`config.mk`:
```
export PLATFORM = sky130hd
export DESIGN_NAME = instr_fetch
export DESIGN_NICKNAME = d
export VERILOG_FILES = /design/src/rtl/instr_fetch.sv
export SDC_FILE = /design/constraint.sdc
export NUM_CORES = 1
export LEC_CHECK = 0
export CAP_MARGIN = 10
export CELL_PAD_IN_SITES_DETAIL_PLACEMENT = 0
export CELL_PAD_IN_SITES_GLOBAL_PLACEMENT = 1
export CORE_UTILIZATION = 40
export CTS_CLUSTER_DIAMETER = 200
export CTS_CLUSTER_SIZE = 14
export DETAILED_ROUTE_END_ITERATION = 12
export HOLD_SLACK_MARGIN = 0.15
export PLACE_DENSITY_LB_ADDON = 0.1
export SLEW_MARGIN = 0
export SYNTH_ARGS = -nofsm -noshare
export SYNTH_HDL_FRONTEND = slang
export SYNTH_SLANG_ARGS = --single-unit
```
`constraint.sdc`:
```
create_clock -name clk -period 5.3 [get_ports clk]
set_clock_uncertainty 0.05 [all_clocks]
set_input_delay 0.795 -clock clk [delete_from_list [all_inputs] [get_ports clk]]
set_output_delay 0.795 -clock clk [all_outputs]
set_load 0.03 [all_outputs]
```
`src/rtl/instr_fetch.sv`:
```
// PC/fetch stage: owns the program counter, addresses instr_mem combinationally and
// registers the returned word for decode, with delay-slot, stall, halt and trap sequencing.
module instr_fetch #(
  parameter logic [31:0] RESET_VECTOR = 32'hBFC00000,
  parameter logic [31:0] HALT_ADDR    = 32'h00000000
) (
  input  logic        clk,
  input  logic        rst_n,
  input  logic        stall,
  input  logic        branch_taken,
  input  logic [31:0] branch_target,
  input  logic [31:0] instr_in,
  output logic [31:0] pc_addr,
  output logic [31:0] instr_out,
  output logic [31:0] pc_out,
  output logic        instr_valid,
  output logic        delay_slot,
  output logic        active,
  output logic        addr_error
);

  typedef enum logic [1:0] {
    RUN,
    PEND,
    HALTED
  } state_e;

  state_e      state_q, state_d;
  logic [31:0] pc_q, pc_d;
  logic [31:0] instr_q, instr_d;
  logic [31:0] pc_out_q, pc_out_d;
  logic [31:0] pend_target_q, pend_target_d;
  logic        valid_q, valid_d;
  logic        ds_q, ds_d;
  logic        active_q, active_d;
  logic        addr_error_q, addr_error_d;

  // Per-edge decision: does an instruction issue, is the PC load a jump, and where to.
  logic        issue;
  logic        jump;
  logic [31:0] dest;

  always_comb begin
    // NOTE: every signal assigned here gets a default first so no latch is inferred.
    state_d       = state_q;
    pc_d          = pc_q;
    instr_d       = instr_q;
    pc_out_d      = pc_out_q;
    pend_target_d = pend_target_q;
    valid_d       = valid_q;
    ds_d          = ds_q;
    active_d      = active_q;
    addr_error_d  = addr_error_q;
    issue         = 1'b0;
    jump          = 1'b0;
    dest          = pc_q + 32'd4;

    unique case (state_q)
      RUN: begin
        if (stall) begin
          if (branch_taken) begin
            pend_target_d = branch_target;
            state_d       = PEND;
          end
        end else begin
          issue = 1'b1;
          jump  = branch_taken;
          if (branch_taken) dest = branch_target;
        end
      end
      PEND: begin
        // Decode keeps presenting the same branch while stalled, so branch_taken is ignored.
        if (!stall) begin
          issue = 1'b1;
          jump  = 1'b1;
          dest  = pend_target_q;
        end
      end
      HALTED: begin
        valid_d  = 1'b0;
        ds_d     = 1'b0;
        active_d = 1'b0;
      end
      default: state_d = HALTED;
    endcase

    // The delay slot (or sequential word) always issues, even on a trapping or halting edge.
    if (issue) begin
      instr_d  = instr_in;
      pc_out_d = pc_q;
      valid_d  = 1'b1;
      ds_d     = jump;
      state_d  = RUN;
      if (jump && (dest[1:0] != 2'b00)) begin
        addr_error_d = 1'b1;
        state_d      = HALTED;
      end else begin
        pc_d = dest;
        if (dest == HALT_ADDR) state_d = HALTED;
      end
    end
  end

  // NOTE: sequential state uses non-blocking assignments so all flops update together.
  always_ff @(posedge clk or negedge rst_n) begin
    if (!rst_n) begin
      state_q       <= RUN;
      pc_q          <= RESET_VECTOR;
      instr_q       <= 32'd0;
      pc_out_q      <= 32'd0;
      pend_target_q <= 32'd0;
      valid_q       <= 1'b0;
      ds_q          <= 1'b0;
      active_q      <= 1'b1;
      addr_error_q  <= 1'b0;
    end else begin
      state_q       <= state_d;
      pc_q          <= pc_d;
      instr_q       <= instr_d;
      pc_out_q      <= pc_out_d;
      pend_target_q <= pend_target_d;
      valid_q       <= valid_d;
      ds_q          <= ds_d;
      active_q      <= active_d;
      addr_error_q  <= addr_error_d;
    end
  end

  assign pc_addr     = pc_q;
  assign instr_out   = instr_q;
  assign pc_out      = pc_out_q;
  assign instr_valid = valid_q;
  assign delay_slot  = ds_q;
  assign active      = active_q;
  assign addr_error  = addr_error_q;

endmodule

```
After elaboration in Yosys (flattened, before gate mapping)
Index checks and enable logic that the tools add are counted. Widths: inputs -> output; s select.

Bits in registers: 134. Bits of input ports: 68. Output and inout port bits: 100. Word-level logic and storage cells: 44.

$add $sub $neg: 1. Equal/unequal tests: 5. Muxes and demuxes: 17. Bitwise logic cells: 1. Reduce and logical (&&, ||, !) cells: 11.

Operators by type and width (number): $mux 32 (3); $pmux 32 s2 (1); $add 32x3->32 const B (1); $logic_not 32->1 (1); $mux 2 (5); $mux 1 (6); $ne 3x3->1 const B (2); $reduce_and 3->1 (2); $pmux 2 s2 (1); $reduce_and 2->1 (2); $reduce_bool 2->1 (2); $reduce_or 2->1 (2); $eq 2x1->1 const B (1); $eq 2x2->1 const B (1); $logic_not 2->1 (1); $ne 2x1->1 const B (1); $pmux 1 s2 (1); $logic_and 1x1->1 (1); $not 1->1 (1).

Depth between registers and ports, before layout
Gate-level depths: netlist (run 1).

Depth after elaboration: 8. Gate-level depth with buffers: 12. Gate-level depth less buffers: 10.

Worst setup path after synthesis (run 1)
Ideal clock, no wire load.

Path type: reg-to-reg. Start point: register pc_q[2], in the netlist pc_addr[2]. End point: register state_q[1]. Library setup time: 0.092 ns. Data arrival time: 2.748 ns. Data required time: 5.158 ns. Slack: 2.410 ns. Stages on the path, launching flop included: 11. Buffers on the path: 1. Clock period less this slack: 2.890 ns. Cell sequence: dfrtp_1 > ha_1 > nand3_4 > or4_4 > buf_6 > nor3_1 > xnor2_1 > o21ai_0 > nor4_2 > nand4_1 > o31ai_2.

Word-level cells in the longest chain between the ends: 8. Elaborated cells between the ends (all ways): 9. Classes of those cells: 1 x add/sub; 7 x mux; 1 x reduce/logical.

RTL lines: start: declaration (RTL line 29) `logic [31:0] pc_q, pc_d;`; start signal: assignment (RTL line 118) `pc_q <= pc_d;`; $add 32x3->32 * (RTL line 56) `dest = pc_q + 32'd4;`; $mux 32 (RTL line 68) `if (branch_taken) dest = branch_target;`; $mux 32 (RTL line 60) `if (stall) begin`; $pmux 32 s2 * (RTL line 58) `unique case (state_q)`; $logic_not 32->1 * (RTL line 99) `if (dest == HALT_ADDR) state_d = HALTED;`; $mux 2 * (RTL line 99); $mux 2 * (RTL line 94) `if (jump && (dest[1:0] != 2'b00)) begin`; $mux 2 * (RTL line 88) `if (issue) begin`; end signal: assignment (RTL line 117) `state_q <= state_d;`; end: declaration (RTL line 28) `state_e state_q, state_d;`.

Mark *: on every way between the ends. The rest lies on a longest branch, timed or not. A chain may end at the register's enable or synchronous reset.

Worst setup path in the final report (run 1)
Start point: register state_q[0]. End point: register state_q[1].

Word-level cells in the longest chain between the ends: 6. Elaborated cells between the ends (all ways): 19. Classes of those cells: 5 x eq/ne; 7 x mux; 7 x reduce/logical.

RTL lines (RTL line): $eq 2x1->1 / $logic_not 2->1 (equally long branches) (58); $pmux 32 s2 (58); $logic_not 32->1 / $reduce_bool 2->1 (equally long branches) (99, 94); $mux 2 / $logic_and 1x1->1 (equally long branches) (99, 94); $mux 2 (94); $mux 2 (88).

Parallel ways exist; a longest one is shown, timed or not.

==> results of run 1 <==
## sequential cells by signal (all words and copies together), names as in the netlist
name / cells
instr_out: 32
pc_addr: 32
pc_out: 32
pend_target_q: 32
state_q: 2
active: 1
addr_error: 1
delay_slot: 1
instr_valid: 1
## synth_stat cells (2+ instances only)
| cell type | n | area (µm²) |
|---|---|---|
| buf_6 | 7 | 78.83 |
| nand4_1 | 11 | 68.82 |
| o22ai_1 | 3 | 18.77 |
| buf_4 | 2 | 15.01 |
| o311a_1 | 2 | 20.02 |
| xnor2_1 | 11 | 96.34 |
| a22oi_1 | 14 | 105.1 |
| a222oi_1 | 7 | 70.07 |
| nor4_1 | 8 | 50.05 |
| a31oi_1 | 2 | 12.51 |
| dfstp_2 | 10 | 262.8 |
| xor2_1 | 8 | 70.07 |
| and3_1 | 8 | 50.05 |
| a22o_1 | 5 | 43.79 |
| mux2_2 | 37 | 416.7 |
| a221oi_1 | 3 | 26.28 |
| and2_1 | 2 | 12.51 |
| a32o_1 | 3 | 30.03 |
| nand3_1 | 11 | 55.05 |
| dfrtp_1 | 124 | 3103 |
| mux2i_1 | 2 | 20.02 |
| nor3_1 | 18 | 90.09 |
| nor2_1 | 14 | 52.55 |
| a21boi_0 | 2 | 15.01 |
| nor2_2 | 2 | 12.51 |
| o21ai_0 | 56 | 280.3 |
| ha_1 | 4 | 50.05 |
| clkbuf_1 | 27 | 101.4 |
| nor2b_1 | 3 | 18.77 |
| nand2_1 | 240 | 900.9 |
| a21oi_1 | 13 | 65.06 |
| and4_1 | 2 | 17.52 |
| buf_1 | 4 | 15.01 |
| o21a_1 | 3 | 22.52 |
| nand2b_1 | 3 | 18.77 |
| buf_2 | 4 | 20.02 |
| inv_1 | 11 | 41.29 |
| or2_2 | 2 | 12.51 |
| o211ai_1 | 4 | 30.03 |
## cell type report
type / count / area (µm²) / area share
Sequential cell: 134 / 3366 / 0.3740
Multi-Input combinational cell: 523 / 2978 / 0.3309
Timing Repair Buffer: 180 / 1770 / 0.1967
Clock buffer: 22 / 464.2 / 0.05159
Tap cell: 216 / 270.3 / 0.03003
Clock inverter: 10 / 105.1 / 0.01168
Inverter: 12 / 45.04 / 0.005006
## logic make-up after synthesis
kind of cell	Yosys count	synth area share
and+or+nand+nor	330	0.2161
DFF	134	0.5103
AOI/OAI and AO/OA	131	0.1328
buffers and inverters	56	0.04174
muxes	39	0.06621
xor gates and xnor gates	19	0.02523
adders and majority gates	4	0.007589
## power breakdown
| group | switching, mW | internal [mW] |
|---|---|---|
| clock | 0.442 | 0.712 |
| sequential | 0.428 | 1.52 |
| combinational | 1.72 | 1.18 |
| total | 2.59 | 3.41 |
## worst max-delay path, delay by kind of cell (launching register included)
family | cells | cell delay (ns)
simple gates | 4 | 1.31
compound gates | 2 | 0.68
fa+ha+maj | 1 | 0.66
flops | 1 | 0.42
mux | 1 | 0.32
buf+inv | 1 | 0.10
## final timing paths
check                                  startpoint                        end
max                        state_q[0]$_DFFE_PN0P_     state_q[1]$_DFFE_PN0P_
min reg2reg                pc_out[16]$_DFFE_PN0P_     pc_out[16]$_DFFE_PN0P_
min                                         rst_n  instr_out[27]$_DFFE_PN0P_
min in group clk           pc_out[16]$_DFFE_PN0P_     pc_out[16]$_DFFE_PN0P_
max reg2reg                state_q[0]$_DFFE_PN0P_     state_q[1]$_DFFE_PN0P_
max in group asynchronous                   rst_n    pc_addr[20]$_DFFE_PN0P_
## layer usage
metal  track usage  up-vias  wire length (µm)
met3       0.05415       27              1329
met2        0.3758      229              9116
met5             0        -                 0
li1              -     2772                 -
met4       0.08316        0               303
met1        0.3153     2812              8655
## stage by stage
stage / hold slack [ns] / setup WS, ns / instances / util
floorplan: 0.4239 / 2.410 / 713 / -
global placement: 0.4067 / 1.546 / 1065 / 0.5268
detailed placement: 0.4111 / 1.382 / 1065 / 0.5268
CTS: 0.4256 / 1.661 / 1097 / 0.5624
global route: 0.4362 / 1.452 / 1097 / 0.5624
finish: 0.3948 / 1.663 / 1097 / 0.5624
==> results.toml, run 1 <==
[route]
drt-initial-drc-count = 448
wire_per_inst_um = 17.69
drtPass1Iterations = 6
num_vias = 5840
drc = 0
routed_wl_mm = 19.41
viasPerCell = 5.324
antenna_left = 0

[clock_network]
cts_htree_levels = 4
insertion_delay_ns = 0.42
cts_setup_buffers = 0
cts_hold_buf = 0
cts_root_buffer = "clkbuf_16"
cts_max_path_buffers = 2
cts.sinks = 134
clk_pin_slew_ns = 0.06
cts_inserted_buffers = 17
cts_resized = 0
cts_tree = "done"

[worst_setup_path]
cpPeakStageDelay_ns = 0.66
crit_required_ns = 5.58
cp_common_cell = "nand4_1"
path_max_fanout = 19
startpoint_type = "flop"
ff2ff_path_depth = 9
cp.arrival_ns = 3.91
path_cells = "inv_1 > ha_1 > mux2i_1 > or2_2 > a2111oi_0 > nand4_1 > nor4_1 > nand4_1 > o31ai_2"
rrSetupSlack_ns = 1.66
critPathKind = "flop to flop"
cpMaxStageDelayCell = "ha_1"
setup.worst_path.end_class = "flop"

[layout]
diodes = 0
mostFrequentLayoutCell = "nand2_1"
area_growth_syn_to_layout_pct = 36.44
final_cell_mix = "239 x nand2_1, 166 x clkdlybuf4s50_1, 124 x dfrtp_1"
drive_above_1_share = 0.1192
fill_cells = 1501
fin_nets = 940
stdcell_area_um2 = 8999

[power]
leakage_nw = 3.889
ir_drop_v = 0.0002711
cellPowerDensity_nw_per_um2 = 667.4
power_mw = 6.005

[sta]
tightest_slew_ns = 0.9654
hold_viol_final = 0
min_period_ns = 3.637
rsz0062_at_grt = "false"
finalMaxSlewViolations = 0
final.setup.tns_ns = 0
relSlewSlack = 0.3549
fmax_mhz = 274.9
setup_viol = 0
finalCritPeriodShare = 0.6863

[synthesis]
async_reset_ff_frac = 1.000
ys_ff_latch = 134
synth_seq_area_share = 0.5103
synth.avg_cell_area_um2 = 9.250
netlist_area_um2 = 6595
synth_enable_flop_cells = 0
synthesis.instances = 713
yosysWarnings = 0
yosys_most_used_dff = "dfrtp_1"
synth.net_count = 785
ys_types = 60

[status]
outcome = "complete, no violations"

[floorplanning]
fp.coreArea_um2 = 16000
start_util = 0.4122
die-width_um = 130.4
core.rowCount = 46
die_h_um = 130.4
die-area_um2 = 17010
io_pins = 168

[global_routing]
gr-total-overflow = 0
antenna_found_initial = 0
grt_pass1_wl_mm = 30.26
grtUsageTotal = 0.2356
grt_max_degree = 92
grt_pass1_vias = 5639

[hold_path]
hold_class = "input port to async pin"

[flow_run]
maxCapViolCount = 0

[place]
dp_hpwl_mm = 13.14
gp_congestion = 0.9165
port_buffers = 167
place_area_um2 = 8429
Power figures use the tool's default switching activity.
==> run 2: changes to the inputs <==
--- a/config.mk
+++ b/config.mk
@@ -8,7 +8,7 @@
 export CAP_MARGIN = 10
 export CELL_PAD_IN_SITES_DETAIL_PLACEMENT = 0
 export CELL_PAD_IN_SITES_GLOBAL_PLACEMENT = 1
-export CORE_UTILIZATION = 40
+export CORE_UTILIZATION = 37
 export CTS_CLUSTER_DIAMETER = 200
 export CTS_CLUSTER_SIZE = 14
 export DETAILED_ROUTE_END_ITERATION = 12
==> constraint.sdc (replaced) <==
create_clock -name clk -period 3.6 [get_ports clk]
set_clock_uncertainty 0.05 [all_clocks]
set_input_delay 0.54 -clock clk [delete_from_list [all_inputs] [get_ports clk]]
set_output_delay 0.54 -clock clk [all_outputs]
set_load 0.03 [all_outputs]
==> run 2 against run 1 <==
Core utilization decreased by 3.0 points. Total power increased by 53%. Non-clock buffer count increased by 17. Flip-flop and latch count unchanged. Critical path type unchanged. Critical endpoint unchanged. Largest cell class unchanged.
==> results.toml, run 2 (same netlist as run 1, synthesis figures left out) <==
[route]
antenna_left = 0
viasPerCell = 5.295
routed_wl_mm = 20.16
wire_per_inst_um = 17.96
drt-initial-drc-count = 428
drc = 0
num_vias = 5941
drtPass1Iterations = 5

[power]
pwr-share-seq = 0.309
p_comb_frac = 0.478
power_mw = 9.194
power.internal_mw = 5.336
ir_drop_v = 0.0004453
p_sw_frac = 0.4196
switchingPower_mw = 3.858
cellPowerDensity_nw_per_um2 = 994.3
leakage_nw = 4.021
p_clk_frac = 0.213

[sta]
relSlewSlack = 0.4832
final.setup.tns_ns = 0
fmax_mhz = 324.8
setup_viol = 0
min_period_ns = 3.079
rsz0062_at_grt = "false"
finalMaxSlewViolations = 0
hold_viol_final = 0
finalCritPeriodShare = 0.8553
tightest_slew_ns = 0.7752

[floorplanning]
fp.coreArea_um2 = 17360
start_util = 0.3800
die-area_um2 = 18360
die_h_um = 135.5
io_pins = 168
core.rowCount = 48
die-width_um = 135.5

[place]
gp_congestion = 0.9285
dp_hpwl_mm = 14.24
port_buffers = 167

[worst_setup_path]
setup.worst_path.end_class = "flop"
crit_required_ns = 3.88
path_max_fanout = 18
rr_startpoint = "state_q[0]$_DFFE_PN0P_"
cp.arrival_ns = 3.36
critPathKind = "flop to flop"
startpoint = "state_q[0]$_DFFE_PN0P_"
startpoint_type = "flop"

[clock_network]
cts.sinks = 134
cts_max_path_buffers = 2
cts_inserted_buffers = 17
cts_htree_levels = 4
cts_root_buffer = "clkbuf_16"
clk_pin_slew_ns = 0.06
cts_setup_buffers = 0
insertion_delay_ns = 0.42
cts_tree = "done"

[flow_run]
maxCapViolCount = 0

[global_routing]
grt_pass1_wl_mm = 32.06
grt_max_degree = 82
grtUsageTotal = 0.2291
grt_pass1_vias = 5874
gr-total-overflow = 0
antenna_found_initial = 0

[layout]
fin_util = 0.5327
multi_input_area_um2 = 2975
diodes = 0
mostFrequentLayoutCell = "nand2_1"
drive_above_1_share = 0.1349
final_cell_mix = "240 x nand2_1, 166 x clkdlybuf4s50_1, 124 x dfrtp_1"
fill_cells = 1593
seqCellArea_um2 = 3366
fin_nets = 957
area_growth_syn_to_layout_pct = 40.20

[hold_path]
hold_class = "flop to flop"
min_from = "addr_error$_DFFE_PN0P_"

[status]
outcome = "complete, no violations"
-- run 2: changes by cell type in the layout (fill, tap and decap cells not counted), moves of 2 or more --
cell / change
buf_4: +15
clkinv_2: -4
bufinv_16: +3
clkbuf_8: +3
clkbuf_1: -2
-- run 2: critical path, cell delays in order, from the launching register on --
cell	delay [ns]
dfrtp_1	0.42
inv_1	0.09
ha_1	0.18
buf_4	0.25
nor2_1	0.17
a22oi_1	0.27
o2111ai_1	0.21
a2111oi_0	0.34
nand4_1	0.17
nor4_1	0.41
nand4_1	0.18
o31ai_2	0.24
-- run 2: power groups by stage --
| stage | Combinational (mW) | Clock (mW) | Sequential, mW |
|---|---|---|---|
| 4_1_cts | 4.43 | 1.99 | 2.84 |
| 5_1_grt | 4.75 | 2.05 | 2.95 |
| 3_3_place_gp | 4.35 | 0 | 2.84 |
| 3_5_place_dp | 4.41 | 0 | 2.86 |
| 2_1_floorplan | 1.77 | 0 | 3.68 |
| 6_report | 4.39 | 1.96 | 2.84 |
-- run 2: final timing paths --
check / slack (ns) / cells after the start / end
worst max-delay path: 0.52 / 11 / state_q[1]$_DFFE_PN0P_
min in group asynchronous: 0.68 / 2 / instr_out[27]$_DFFE_PN0P_
worst min-delay path: 0.42 / 1 / addr_error$_DFFE_PN0P_
max in group asynchronous: 2.04 / 3 / pc_addr[13]$_DFFE_PN0P_
worst max register to register: 0.52 / 11 / state_q[1]$_DFFE_PN0P_
worst min register to register: 0.42 / 1 / addr_error$_DFFE_PN0P_
-- run 2: area by class of cell --
| cell class | instances | share of cell area |
|---|---|---|
| clock inverter | 8 | 0.01813 |
| inverter | 12 | 0.004871 |
| clock buffer | 23 | 0.05386 |
| multi-input combinational | 523 | 0.3218 |
| timing repair buffer | 197 | 0.2069 |
| sequential | 134 | 0.3640 |
| tap | 225 | 0.03045 |
-- run 2: layer usage --
layer / vias to the layer above / global-route usage / wire length [µm]
met5: - / 0 / 0
met4: 0 / 0.08489 / 306
met3: 22 / 0.04153 / 1080
met2: 206 / 0.3627 / 9589
met1: 2899 / 0.3123 / 9179
li1: 2814 / - / -
-- run 2: metrics by stage --
step / cells / hold slack, ns / instance area [µm²] / setup slack [ns]
final: 1122 / 0.4182 / 9246 / 0.5210
after CTS: 1122 / 0.4254 / 9246 / 0.4942
after global routing: 1122 / 0.4315 / 9246 / 0.2283
after floorplan: 713 / 0.1944 / 6595 / 0.7105
after detailed placement: 1090 / 0.4114 / 8571 / 0.1507
after global placement: 1090 / 0.4058 / 8571 / 0.2638
-- run 2: repair_timing --
| action | CTS | global route |
|---|---|---|
| hold endpoints to repair | 4 | 0 |
| hold buffers | 1 | 0 |
| gates resized for setup | 0 | 0 |
==> run 3: changes to the inputs <==
--- a/config.mk
+++ b/config.mk
@@ -12,7 +12,7 @@
 export CTS_CLUSTER_DIAMETER = 200
 export CTS_CLUSTER_SIZE = 14
 export DETAILED_ROUTE_END_ITERATION = 12
-export HOLD_SLACK_MARGIN = 0.15
+export HOLD_SLACK_MARGIN = 0.06
 export PLACE_DENSITY_LB_ADDON = 0.1
 export SLEW_MARGIN = 0
 export SYNTH_ARGS = -nofsm -noshare
==> run 3 against run 2 <==
Global-route usage stayed put. Total power hardly changed. Via count is 0.35% lower. Register-to-register slack hardly changed. First-iteration DRC count is 4.2% lower. Clock power hardly changed. Maximum frequency is 0.26% lower. Largest power group unchanged.
==> results.toml, run 3 (same netlist as run 1, synthesis figures left out) <==
[status]
outcome = "complete, no violations"

[floorplanning]
io_pins = 168
start_util = 0.3800
core.rowCount = 48
die-area_um2 = 18360
die-width_um = 135.5
fp.coreArea_um2 = 17360
die_h_um = 135.5

[power]
leakage_nw = 4.016
power.internal_mw = 5.335
p_sw_frac = 0.4196
pwr-share-seq = 0.309
ir_drop_v = 0.0004484
p_clk_frac = 0.213
cellPowerDensity_nw_per_um2 = 995.3
p_comb_frac = 0.478
switchingPower_mw = 3.858

[layout]
stdcell_area_um2 = 9236
fin_nets = 956
area_growth_syn_to_layout_pct = 40.05
final_cell_mix = "240 x nand2_1, 166 x clkdlybuf4s50_1, 124 x dfrtp_1"
drive_above_1_share = 0.1350
final_cells = 1121
diodes = 0
fill_cells = 1594
mostFrequentLayoutCell = "nand2_1"

[clock_network]
cts_root_buffer = "clkbuf_16"
cts_setup_buffers = 0
cts_tree = "done"
cts_inserted_buffers = 17
cts_hold_buf = 0
cts_htree_levels = 4
cts_max_path_buffers = 2
cts.sinks = 134
clk_pin_slew_ns = 0.06
insertion_delay_ns = 0.42
cts_resized = 0

[place]
dp.cells = 1090
place_area_um2 = 8571
dp_hpwl_mm = 14.24
dpl_worst_slack_ns = 0.1507
gp_congestion = 0.9285
port_buffers = 167

[worst_setup_path]
cp.arrival_ns = 3.37
rrSetupSlack_ns = 0.51
cpMaxStageDelayCell = "dfrtp_1"
setup.worst_path.end_class = "flop"
ff2ff_path_depth = 11
path_cells = "inv_1 > ha_1 > buf_4 > nor2_1 > a22oi_1 > o2111ai_1 > a2111oi_0 > nand4_1 > nor4_1 > nand4_1 > o31ai_2"
cpPeakStageDelay_ns = 0.42
path_max_fanout = 18
critPathKind = "flop to flop"
cp_common_cell = "nand4_1"
startpoint_type = "flop"
crit_required_ns = 3.88

[route]
drt-initial-drc-count = 410
antenna_left = 0
drtPass1Iterations = 5
viasPerCell = 5.281
routed_wl_mm = 20.13
num_vias = 5920
wire_per_inst_um = 17.96
drc = 0

[sta]
hold_viol_final = 0
min_period_ns = 3.087
rsz0062_at_grt = "false"
worst_slack_ns = 0.5131
relSlewSlack = 0.4862
finalCritPeriodShare = 0.8575
setup_viol = 0
finalMaxSlewViolations = 0
tightest_slew_ns = 0.7708
final.setup.tns_ns = 0
hold_ws_ns = 0.1078
fmax_mhz = 323.9

[global_routing]
grt_max_degree = 82
grt_pass1_wl_mm = 32.06
grt_pass1_vias = 5874
antenna_found_initial = 0
grtUsageTotal = 0.2291
gr-total-overflow = 0

[flow_run]
maxCapViolCount = 0

[hold_path]
hold_class = "input port to async pin"
==> run 3: worst paths after layout <==
path                                        start                         to
max                        state_q[0]$_DFFE_PN0P_     state_q[1]$_DFFE_PN0P_
min                                         rst_n  instr_out[27]$_DFFE_PN0P_
max reg2reg                state_q[0]$_DFFE_PN0P_     state_q[1]$_DFFE_PN0P_
min reg2reg                 pc_out[0]$_DFFE_PN0P_      pc_out[0]$_DFFE_PN0P_
max in group asynchronous                   rst_n     pc_out[21]$_DFFE_PN0P_
min in group clk            pc_out[0]$_DFFE_PN0P_      pc_out[0]$_DFFE_PN0P_
==> run 3: final cells by class <==
| class | instances | area (µm²) | area share |
|---|---|---|---|
| clock inverter | 8 | 167.7 | 0.01815 |
| multi-input combinational | 523 | 2975 | 0.3221 |
| tap | 225 | 281.5 | 0.03048 |
| timing repair buffer | 196 | 1903 | 0.2060 |
| inverter | 12 | 45.04 | 0.004877 |
| sequential | 134 | 3366 | 0.3644 |
| clock buffer | 23 | 498.0 | 0.05391 |
==> run 3: worst max-delay path: cells and delay by family (launching register included) <==
kind            cells  cell delay (ns)
buf+inv             2             0.35
compound gates      4             1.08
flops               1             0.42
fa+ha+maj           1             0.18
simple gates        4             0.91
==> run 3: per-stage QoR <==
step	util	power, mW
floorplan	-	5.456
global placement	0.4938	7.192
detailed placement	0.4938	7.269
CTS	0.5322	9.260
global route	0.5322	9.751
finish	0.5322	9.193
==> run 3: per-layer routing <==
metal / GRT usage / vias up / part of all wire
met1: 0.3123 / 2892 / 0.46
met5: 0 / - / 0
met3: 0.04153 / 25 / 0.050
li1: - / 2814 / -
met4: 0.08489 / 0 / 0.016
met2: 0.3627 / 189 / 0.48
==> run 3: power groups by stage <==
| stage | Sequential [mW] | Clock [mW] | Combinational, mW |
|---|---|---|---|
| after global routing | 2.95 | 2.05 | 4.75 |
| after detailed placement | 2.86 | 0 | 4.41 |
| after global placement | 2.84 | 0 | 4.35 |
| after CTS | 2.84 | 1.99 | 4.43 |
| after floorplan | 3.68 | 0 | 1.77 |
| final | 2.84 | 1.96 | 4.39 |
